**src/rtl/tx_egress_queue.sv**
```systemverilog
// Egress descriptor queue for one TX port: two priority FIFOs feed a single output register
// toward tx_mac_control, using strict priority with a starvation guard for the low class.
module tx_egress_queue #(
    parameter int ADDR_W       = 16,
    parameter int DEPTH        = 16,
    parameter int STARVE_LIMIT = 4
) (
    input  logic                         switch_clk,
    input  logic                         switch_rst_n,
    input  logic                         enq_valid_i,
    input  logic                         enq_prio_i,
    input  logic [ADDR_W-1:0]            enq_ptr_i,
    output logic                         enq_ready_o,
    input  logic                         flush_i,
    output logic                         voq_valid_o,
    output logic [ADDR_W-1:0]            voq_ptr_o,
    input  logic                         voq_ready_i,
    output logic [$clog2(DEPTH+1)-1:0]   hi_count_o,
    output logic [$clog2(DEPTH+1)-1:0]   lo_count_o
);

    localparam int PW = $clog2(DEPTH);
    localparam int CW = $clog2(DEPTH+1);
    localparam int SW = (STARVE_LIMIT > 0) ? $clog2(STARVE_LIMIT+1) : 1;
    localparam logic [CW-1:0] FULL_CNT = CW'(DEPTH);
    localparam logic [SW-1:0] LIMIT    = SW'(STARVE_LIMIT);

    // Handshakes: enqueue fires on enq_valid_i && enq_ready_o, transfer fires on
    // voq_valid_o && voq_ready_i; in both cases the data is held stable until it fires.
    typedef enum logic {EMPTY = 1'b0, LOADED = 1'b1} state_t;

    state_t              state, state_nxt;
    logic [ADDR_W-1:0]   mem [2][DEPTH];
    logic [PW-1:0]       wr_ptr [2];
    logic [PW-1:0]       rd_ptr [2];
    logic [CW-1:0]       count [2];
    logic [SW-1:0]       starve_cnt;
    logic [ADDR_W-1:0]   ptr_nxt;
    logic [1:0]          push_v, pop_v;
    logic                hi_ne, lo_ne, grant_hi, do_pop, enq_fire, clear;

    // Flush and reset share one clear path so no partial state survives either.
    assign clear       = !switch_rst_n || flush_i;
    assign hi_ne       = (count[1] != '0);
    assign lo_ne       = (count[0] != '0);
    assign enq_ready_o = (count[enq_prio_i] != FULL_CNT) && !flush_i;
    assign enq_fire    = enq_valid_i && enq_ready_o;
    assign grant_hi    = hi_ne && (!lo_ne || (STARVE_LIMIT == 0) || (starve_cnt < LIMIT));
    assign push_v      = enq_fire ? (enq_prio_i ? 2'b10 : 2'b01) : 2'b00;
    assign pop_v       = do_pop ? (grant_hi ? 2'b10 : 2'b01) : 2'b00;
    assign voq_valid_o = (state == LOADED);
    assign hi_count_o  = count[1];
    assign lo_count_o  = count[0];

    always_comb begin
        state_nxt = state;
        ptr_nxt   = voq_ptr_o;
        do_pop    = 1'b0;
        if ((state == EMPTY) || voq_ready_i) begin
            if (hi_ne || lo_ne) begin
                do_pop    = 1'b1;
                state_nxt = LOADED;
                ptr_nxt   = mem[grant_hi][rd_ptr[grant_hi]];
            end else begin
                state_nxt = EMPTY;
            end
        end
    end

    always_ff @(posedge switch_clk) begin
        if (clear) begin
            state      <= EMPTY;
            voq_ptr_o  <= '0;
            starve_cnt <= '0;
        end else begin
            state     <= state_nxt;
            voq_ptr_o <= ptr_nxt;
            if (!lo_ne) begin
                starve_cnt <= '0;
            end else if (do_pop) begin
                if (grant_hi) begin
                    if (starve_cnt != '1) starve_cnt <= starve_cnt + SW'(1);
                end else begin
                    starve_cnt <= '0;
                end
            end
        end
    end

    always_ff @(posedge switch_clk) begin
        for (int c = 0; c < 2; c++) begin
            if (clear) begin
                wr_ptr[c] <= '0;
                rd_ptr[c] <= '0;
                count[c]  <= '0;
            end else begin
                if (push_v[c]) wr_ptr[c] <= wr_ptr[c] + PW'(1);
                if (pop_v[c])  rd_ptr[c] <= rd_ptr[c] + PW'(1);
                count[c] <= count[c] + CW'(push_v[c]) - CW'(pop_v[c]);
            end
        end
    end

    // Storage needs no reset; pointers and counts define which entries are live.
    always_ff @(posedge switch_clk) begin
        if (enq_fire) mem[enq_prio_i][wr_ptr[enq_prio_i]] <= enq_ptr_i;
    end

endmodule

```
**config.mk**
```make
export PLATFORM = sky130hd
export DESIGN_NAME = tx_egress_queue
export DESIGN_NICKNAME = d
export VERILOG_FILES = /design/src/rtl/tx_egress_queue.sv
export SDC_FILE = /design/constraint.sdc
export NUM_CORES = 1
export LEC_CHECK = 0
export CAP_MARGIN = 10
export CELL_PAD_IN_SITES_DETAIL_PLACEMENT = 0
export CELL_PAD_IN_SITES_GLOBAL_PLACEMENT = 1
export CORE_MARGIN = 2
export CORE_UTILIZATION = 38
export CTS_BUF_LIST = sky130_fd_sc_hd__clkbuf_8
export DETAILED_ROUTE_END_ITERATION = 16
export GPL_TIMING_DRIVEN = 0
export PLACE_DENSITY = 0.69
export SLEW_MARGIN = 20
export SYNTH_ARGS = -nofsm -noshare
export SYNTH_HDL_FRONTEND = slang
export SYNTH_SLANG_ARGS = --single-unit
```
**constraint.sdc**
```tcl
create_clock -name switch_clk -period 3.1 [get_ports switch_clk]
set_input_delay 0.62 -clock switch_clk [delete_from_list [all_inputs] [get_ports switch_clk]]
set_output_delay 0.62 -clock switch_clk [all_outputs]
set_load 0.05 [all_outputs]
```
-- Word-level counts from Yosys, hierarchy flattened
Memories as Yosys holds them, arrays and structs flattened.
Index checks and enable logic that the tools add are counted.
Widths: inputs -> output; s select.
- bits in registers: 20
- memory bits (writable): 538
- bits of input ports: 22
- output and inout bits: 28
- logic and storage cells: 85
- memories kept: 4
- memories (memory ; depth ; bits a word ; rd ports ; clocked after Yosys merged registers in ; write ports ; RTL line ; RTL):
    mem ; 2 ; 256 ; 1 ; 0 ; 1 ; 33 ; logic [ADDR_W-1:0] mem [2][DEPTH];
    count ; 2 ; 5 ; 3 ; 0 ; 2 ; 36 ; logic [CW-1:0] count [2];
    rd_ptr ; 2 ; 4 ; 3 ; 0 ; 2 ; 35 ; logic [PW-1:0] rd_ptr [2];
    wr_ptr ; 2 ; 4 ; 3 ; 0 ; 2 ; 34 ; logic [PW-1:0] wr_ptr [2];
- add/sub/neg operators: 9
- order comparisons: 4
- equality and inequality tests: 3
- mux-type cells: 36
- bitwise operators: 10
- reductions and logical operators: 16
- operators by type and width (kind ; count):
    $mux 256 ; 1
    $bmux 16 s4 ; 1
    $demux 16 s4 ; 1
    $mux 16 ; 3
    $mux 1 ; 18
    $add 4x1->4 const B ; 4
    $mux 4 ; 4
    $add 5x1->5 ; 2
    $ge 5x5->1 const B ; 2
    $mux 5 ; 2
    $not 4->5 ; 2
    $reduce_bool 5->1 ; 2
    $sub 5x1->5 ; 2
    $mux 2 ; 4
    $mux 3 ; 2
    $or 1x1->1 ; 6
    $lt 5x1->1 const B ; 1
    $ne 5x5->1 const B ; 1
    $logic_and 1x1->1 ; 4
    $logic_or 1x1->1 ; 4
    $reduce_and 2->1 ; 2
    $add 3x1->3 const B ; 1
    $logic_not 1->1 ; 3
    $lt 3x3->1 const B ; 1
    other kinds (4) ; 5

-- Depth between registers and ports, before layout
Gate-level depths: netlist of the first run.
- word-level depth: 10
- depth in mapped cells: 19
- mapped depth without buffers: 16

-- Worst setup path before layout of the first run
No wires, ideal clock.
- path type: flip-flop to flip-flop
- from: memory count[1][3] in the netlist's numbering
- to: memory count[1][4] in the netlist's numbering
- setup time: 70 ps
- data arrival time: 3561 ps
- required time: 3030 ps
- setup slack: -531 ps
- stages on the path, launching flop included: 18
- path buffers: 3
- clock period less this slack: 3631 ps
- cells stage by stage: dfxtp_1 -> inv_1 -> ha_1 -> nor4b_1 -> a21oi_2 -> buf_4 -> buf_4 -> buf_2 -> nand2_1 -> inv_1 -> ha_1 -> inv_1 -> ha_1 -> fa_1 -> a21oi_1 -> nor2_1 -> or3_1 -> a21oi_1
- RTL lines (what ; RTL line):
    start, declared ; 36

==> results.md, run 1 <==
* Worst EP arrival at 3.75 ns
* RSZ-0062 raised after global routing: true
* # rows at 89
* Vias/cell at 5.69
* DR vias at 13485
* Max Buffers Root-to-Sink at 3
* Crit share post-route at 102%
* GR Util met2 at 35.4%
* Hold buffers post-CTS at 0
* Share of layout cells above drive strength 1 at 25.5%
* GR Layer Usage met3 at 4.21%
* Seq/Total Area, Yosys at 72.8%
* Place WS at -0.861 ns
* Pwr Density at 943 nW/um^2
* First-pass GRT wire length at 94800 um
* Synth warnings at 0
* Maximum number of pins on one net before global-route repair at 33
* Library cells used by synthesis at 62
* Antenna cells at 0
* Mapped cell area at 22600 um^2
* CP Cell Sequence: inv_4 > ha_4 > or4b_4 > a21oi_4 > buf_8 > buf_8 > buf_12 > nand2_8 > inv_4 > ha_1 > inv_1 > ha_2 > fa_2 > a21oi_2 > nor2_1 > or3_1 > a21oi_1
* DRC viols at 0
* VDD IR max at 0.000588 V
* I/O pin count at 50
* Total Power at 0.0252 W
* Die width at 248 um
* GRT Overall Usage at 22.1%
* Routing usage on met1 at 30.9%
* Worst EP required at 3.70 ns
* Slowest cell on crit path: or4b_4
* Final Wtd Congestion at 0.942
* GRT Residual Overflow at 0
* Starting Density at 38.4%
* Final hold violation count at 0
* Max Clk Rate at 317 MHz
* Max stage delay on crit path at 0.51 ns
* Die height at 248 um
* Core region area at 58900 um^2
* CTS clock-pin slew for the worst setup and hold paths at 0.06 ns
* Clk Latency, worst-skew pair at 0.69 ns
* Hold endpoint: mem[1][197]
* CTS Buf Count at 92
* Antenna violations before repair at 0
* Reg2Reg Setup Slack at -0.06 ns
* Cell taking the most area after synthesis: edfxtp_1
* Final min period at 3.16 ns
* P&R area growth vs syn at 18.3%
* Setup crit end kind: flip-flop
* Hold Crit Class: input pin to flip-flop
* Crit Path Max Fanout at 4
* Fillers at 5103
* Synthesized area per cell at 17.1 um^2
* Max-cap viol count at 0
* Startpoint types: flip-flop
* Port bufs at 49
* Buf/Inv on CP at 6
* Family with the most delay on the worst path: simple AND/OR/NAND/NOR gates
* Largest cells by area after synthesis: edfxtp_1, mux4_2, mux2i_1
* Syn_nets at 1367
* Nets at 1563
* Vias in the first global route at 13133
* Top-area cell type share of the netlist area at 70.1%
* Reg2reg start: count[0][2]
* Ys async rst share at 0%
* Post-route ant nets at 0
* Gate Count Post-Synth at 1325
* Failing checks: setup timing
* Post-Route WL at 67300 um
* Layout Skew at 0.0282 ns
* Worst Tran Pin Value at 0.984 ns
* WHS Path Cells at 1
* HP Start: enq_ptr_i[5]
* Crit Path Category: flip-flop to flip-flop
* Outcome: complete, but fails checks
* Drt pass-1 iters at 5
* Fin worst setup slack at -0.0552 ns
* Final HPWL DP at 46700 um
* GRT busiest layer: met2
* EDFF count, synth at 528
* Endpoints failing setup at 1
* Wire per inst at 28.4 um
* Initial DRC Count at 1606
* Pins Over Slew Limit at 0
* TritonCTS clock tree: yes
* Top_reg_cell synth: edfxtp_1
* Sink Count at 558
* Root Buffer: clkbuf_8
* Standby leakage power at 8.60 nW
* H-tree depth at 3
* Worst r2r dst: count[1][4]
* #FFs+latches synth at 558
* Slew headroom at 33.9%
* Worst Reg-to-Reg Cells at 17
* Die area at 61500 um^2
repair_timing:
item,in CTS,in global routing
buffers inserted,19,6
pin swaps,9,10
gates resized for setup,53,35
setup endpoints to repair,60,173
cell usage in the layout (no fill, tap or decap), types with 27 or more instances in the layout:
cell type        netlist  routed
buf_4                  3      29
edfxtp_1             528     528
nor2_1                68      35
clkdlybuf4s50_1        0      33
o21ai_0               37      31
clkbuf_8               0      93
mux4_2                72      72
inv_1                 27      57
nor3_1                29      28
mux2i_1               75      70
nor2b_1               28      28
buf_2                 28      34
clkinv_1               0      27
nand2_1               57      53
a21oi_1               29      27
cells by family after synthesis:
group                    synth area share, %
adder cells (fa/ha/maj)                 1.17
flip-flops                              72.8
XOR/XNOR                               0.542
AND/OR/NAND/NOR                         6.17
multiplexers                            11.8
buffers and inverters                   1.93
AO/OA/AOI/OAI                           5.60
power by group:
group	switching [W]	internal [W]	total, W
combinational	0.00682	0.00378	0.0106
clock	0.00292	0.00296	0.00588
sequential	0.000236	0.00851	0.00874
total	0.00997	0.0152	0.0252
routing by layer:
layer	wire length, um	vias to the layer above	part of all wire [%]
met5	0	-	0
met4	1630	0	2.4
met3	5390	107	8.0
met2	31900	660	47
met1	28400	7007	42
li1	-	5711	-
stage by stage:
stage / utilization, % / instances / hold slack (ns) / TNS (ns) / area [um^2]
6_report: 45.4 / 2370 / 0.322 / -0.0552 / 26700
5_1_grt: 45.4 / 2370 / 0.286 / -0.184 / 26700
4_1_cts: 45.1 / 2365 / 0.280 / -0.211 / 26600
3_5_place_dp: 41.8 / 2177 / 0.515 / -293.39 / 24600
3_3_place_gp: 41.0 / 2147 / 0.502 / -644.27 / 24200
2_1_floorplan: - / 1325 / 0.481 / -0.00759 / 22700
registers in the layout, indices dropped and copies added (netlist names):
name,count
mem,512
voq_ptr_o,16
count,10
rd_ptr,8
wr_ptr,8
starve_cnt,3
voq_valid_o,1
cells in the mapped netlist (all sizes together), types with 10 or more instances:
library cell    n
a211oi         23
a21oi          30
a31oi          17
buf            39
clkbuf         37
dfxtp          30
edfxtp        528
ha             18
inv            28
mux2           26
mux2i          75
mux4           72
nand2          57
nand3          21
nor2           68
nor2b          28
nor3           29
o211ai         15
o21ai          39
or3            10
worst max-delay path by stage:
stage / cells past startpoint / from / end
global placement: 7 / enq_prio_i / mem[0][13]
floorplan: 17 / count[0][2] / count[1][4]
detailed placement: 8 / enq_prio_i / mem[0][162]
CTS: 17 / count[0][2] / count[1][4]
finish: 17 / count[0][2] / count[1][4]
global route: 17 / count[0][2] / count[1][4]
area by class of cell:
| type | instances | area [um^2] | area share (%) |
|---|---|---|---|
| buffer | 74 | 412 | 1.54 |
| clock inverter | 77 | 374 | 1.40 |
| multi-input combinational | 663 | 6080 | 22.8 |
| clock buffer | 93 | 1280 | 4.79 |
| tap | 773 | 967 | 3.62 |
| sequential | 558 | 16500 | 61.6 |
| inverter | 28 | 113 | 0.421 |
| timing repair buffer | 104 | 1040 | 3.89 |
Note: power is estimated with default switching activity, not from simulation.
==> run 2, diff against run 1 <==
- MAX_ROUTING_LAYER: not set -> met4
==> run 2 against run 1 <==
  * The flow still finishes with violations (setup timing)
  * Clock skew rose by 0.0078 ns
  * Register-to-register slack better by 0.02 ns
  * Clock power is 2% lower
  * Die area stayed put
  * Count of clock-buffer cells in the layout up 2
  * Worst hold slack worse by 0.022 ns
  * Sequential power about the same
  * Critical path type unchanged
  * Largest power group unchanged
==> results.md, run 2 (synthesized netlist as in run 1, its figures left out) <==
* Outcome: complete, but fails checks
* Failing checks: setup timing
* CTS clock-pin slew for the worst setup and hold paths at 0.06 ns
* Vias/cell at 5.74
* DRC viols at 0
* Maximum number of pins on one net before global-route repair at 33
* Finished Core Util at 45.3%
* Max-cap viol count at 0
* Crit share post-route at 101%
* Standby leakage power at 8.57 nW
* Antenna violations before repair at 0
* Final min period at 3.14 ns
* Final hold violation count at 0
* Antenna cells at 0
* Commonest non-fill, non-tap cells in the layout: edfxtp_1, clkbuf_8, mux4_2, mux2i_1, inv_1
* Pins Over Slew Limit at 0
* Crit Path Category: flip-flop to flip-flop
* Die height at 248 um
* Slew headroom at 35.7%
* Worst Tran Pin Value at 0.964 ns
* Reg2reg start: count[0][2]
* Initial DRC Count at 1524
* I/O pin count at 50
* H-tree depth at 3
* Max Clk Rate at 318 MHz
* Reg2Reg Setup Slack at -0.04 ns
* Largest register FFs at 512
* # rows at 89
* RSZ-0062 raised after global routing: true
* Worst r2r dst: voq_ptr_o[1]
* VDD IR max at 0.000638 V
* GRT Residual Overflow at 0
* CTS Buf Count at 90
* DR vias at 13546
* Die area at 61500 um^2
* Die width at 248 um
* Fillers at 5061
* Commonest non-fill, non-tap cell in the layout: edfxtp_1
* Sink Count at 558
* Layout Skew at 0.0360 ns
* CP endpoint: voq_ptr_o[1]
* Drt pass-1 iters at 5
* Hold_ws at 0.300 ns
* Crit Path Max Fanout at 10
* Final HPWL DP at 46600 um
* Port bufs at 49
* Pwr Density at 947 nW/um^2
* Endpoints failing setup at 2
* Final Wtd Congestion at 0.948
* Root Buffer: clkbuf_8
* Worst EP arrival at 3.67 ns
* Place WS at -0.779 ns
* First-pass GRT wire length at 95500 um
* Clk Latency, worst-skew pair at 0.69 ns
* Post-route ant nets at 0
* Core region area at 58900 um^2
* TritonCTS clock tree: yes
* Setup crit end kind: flip-flop
* Post-Route WL at 67800 um
* Share of layout cells above drive strength 1 at 25.9%
* Hold buffers post-CTS at 0
* Starting Density at 38.4%
* GRT Overall Usage at 23.0%
* Hold Crit Class: input pin to flip-flop
* Max Buffers Root-to-Sink at 3
* Nets at 1558
* P&R area growth vs syn at 18.0%
* Wire per inst at 28.7 um
* Startpoint types: flip-flop
* Worst Setup SP: count[0][2]
* Fin worst setup slack at -0.0401 ns
* Worst EP required at 3.63 ns
* Worst Reg-to-Reg Cells at 11
* Vias in the first global route at 12963
==> run 2: area by class of cell <==
cell class / instances / area (um^2) / area share, %
Timing Repair Buffer: 101 / 1010 / 3.78
Clock buffer: 95 / 1310 / 4.90
Tap cell: 773 / 967 / 3.62
Clock inverter: 69 / 300 / 1.13
Buffer: 74 / 399 / 1.50
Sequential cell: 558 / 16500 / 61.7
Inverter: 28 / 118 / 0.441
Multi-Input combinational cell: 663 / 6110 / 22.9
==> run 2: where the power goes <==
group | internal [W] | switching, W
Sequential | 0.00851 | 0.000233
Clock | 0.00283 | 0.00291
Combinational | 0.00379 | 0.00700
==> run 2: metrics by stage <==
stage	total power [W]	instance area, um^2	cells	TNS, ns
2_1_floorplan	0.0146	22700	1325	-0.00759
3_3_place_gp	0.0183	24200	2147	-619.98
3_5_place_dp	0.0184	24600	2175	-274.18
4_1_cts	0.0249	26500	2354	-0.458
5_1_grt	0.0262	26700	2361	-0.435
6_report	0.0253	26700	2361	-0.0640
==> run 2: worst min-delay path by stage <==
stage	startpoint	endpoint	slack, ns	cells after the start
floorplan	starve_cnt[1]	starve_cnt[1]	0.48	2
global placement	starve_cnt[1]	starve_cnt[1]	0.50	2
detailed placement	starve_cnt[0]	starve_cnt[0]	0.53	2
CTS	enq_ptr_i[5]	mem[1][197]	0.25	1
global route	enq_ptr_i[5]	mem[1][197]	0.26	1
finish	enq_ptr_i[5]	mem[1][197]	0.30	1
==> run 2: worst max-delay path, cell delays in order (launching register included) <==
cell      delay [ns]
dfxtp_4         0.35
inv_4           0.06
ha_4            0.13
buf_4           0.09
nor4b_4         0.31
buf_4           0.24
o21ai_4         0.10
nand3_1         0.14
clkbuf_1        0.51
nor2b_1         0.26
nor4_1          0.66
o22ai_1         0.14
==> run 2: timing repair <==
item | in CTS | in global routing
resized for setup | 57 | 38
endpoints found under the hold margin | 0 | 0
gates cloned | 0 | 0
setup endpoints to repair | 80 | 100
pin swaps | 9 | 20
buffers inserted | 15 | 9
==> run 2: metal layers <==
metal / vias to the layer above / wire, um / GRT usage (%) / part of all wire [%]
li1: 5691 / - / - / -
met1: 7047 / 28900 / 32.0 / 43
met2: 672 / 31700 / 34.8 / 47
met3: 136 / 5240 / 3.98 / 7.7
met4: 0 / 2030 / 7.08 / 3.0
met5: - / 0 / - / 0
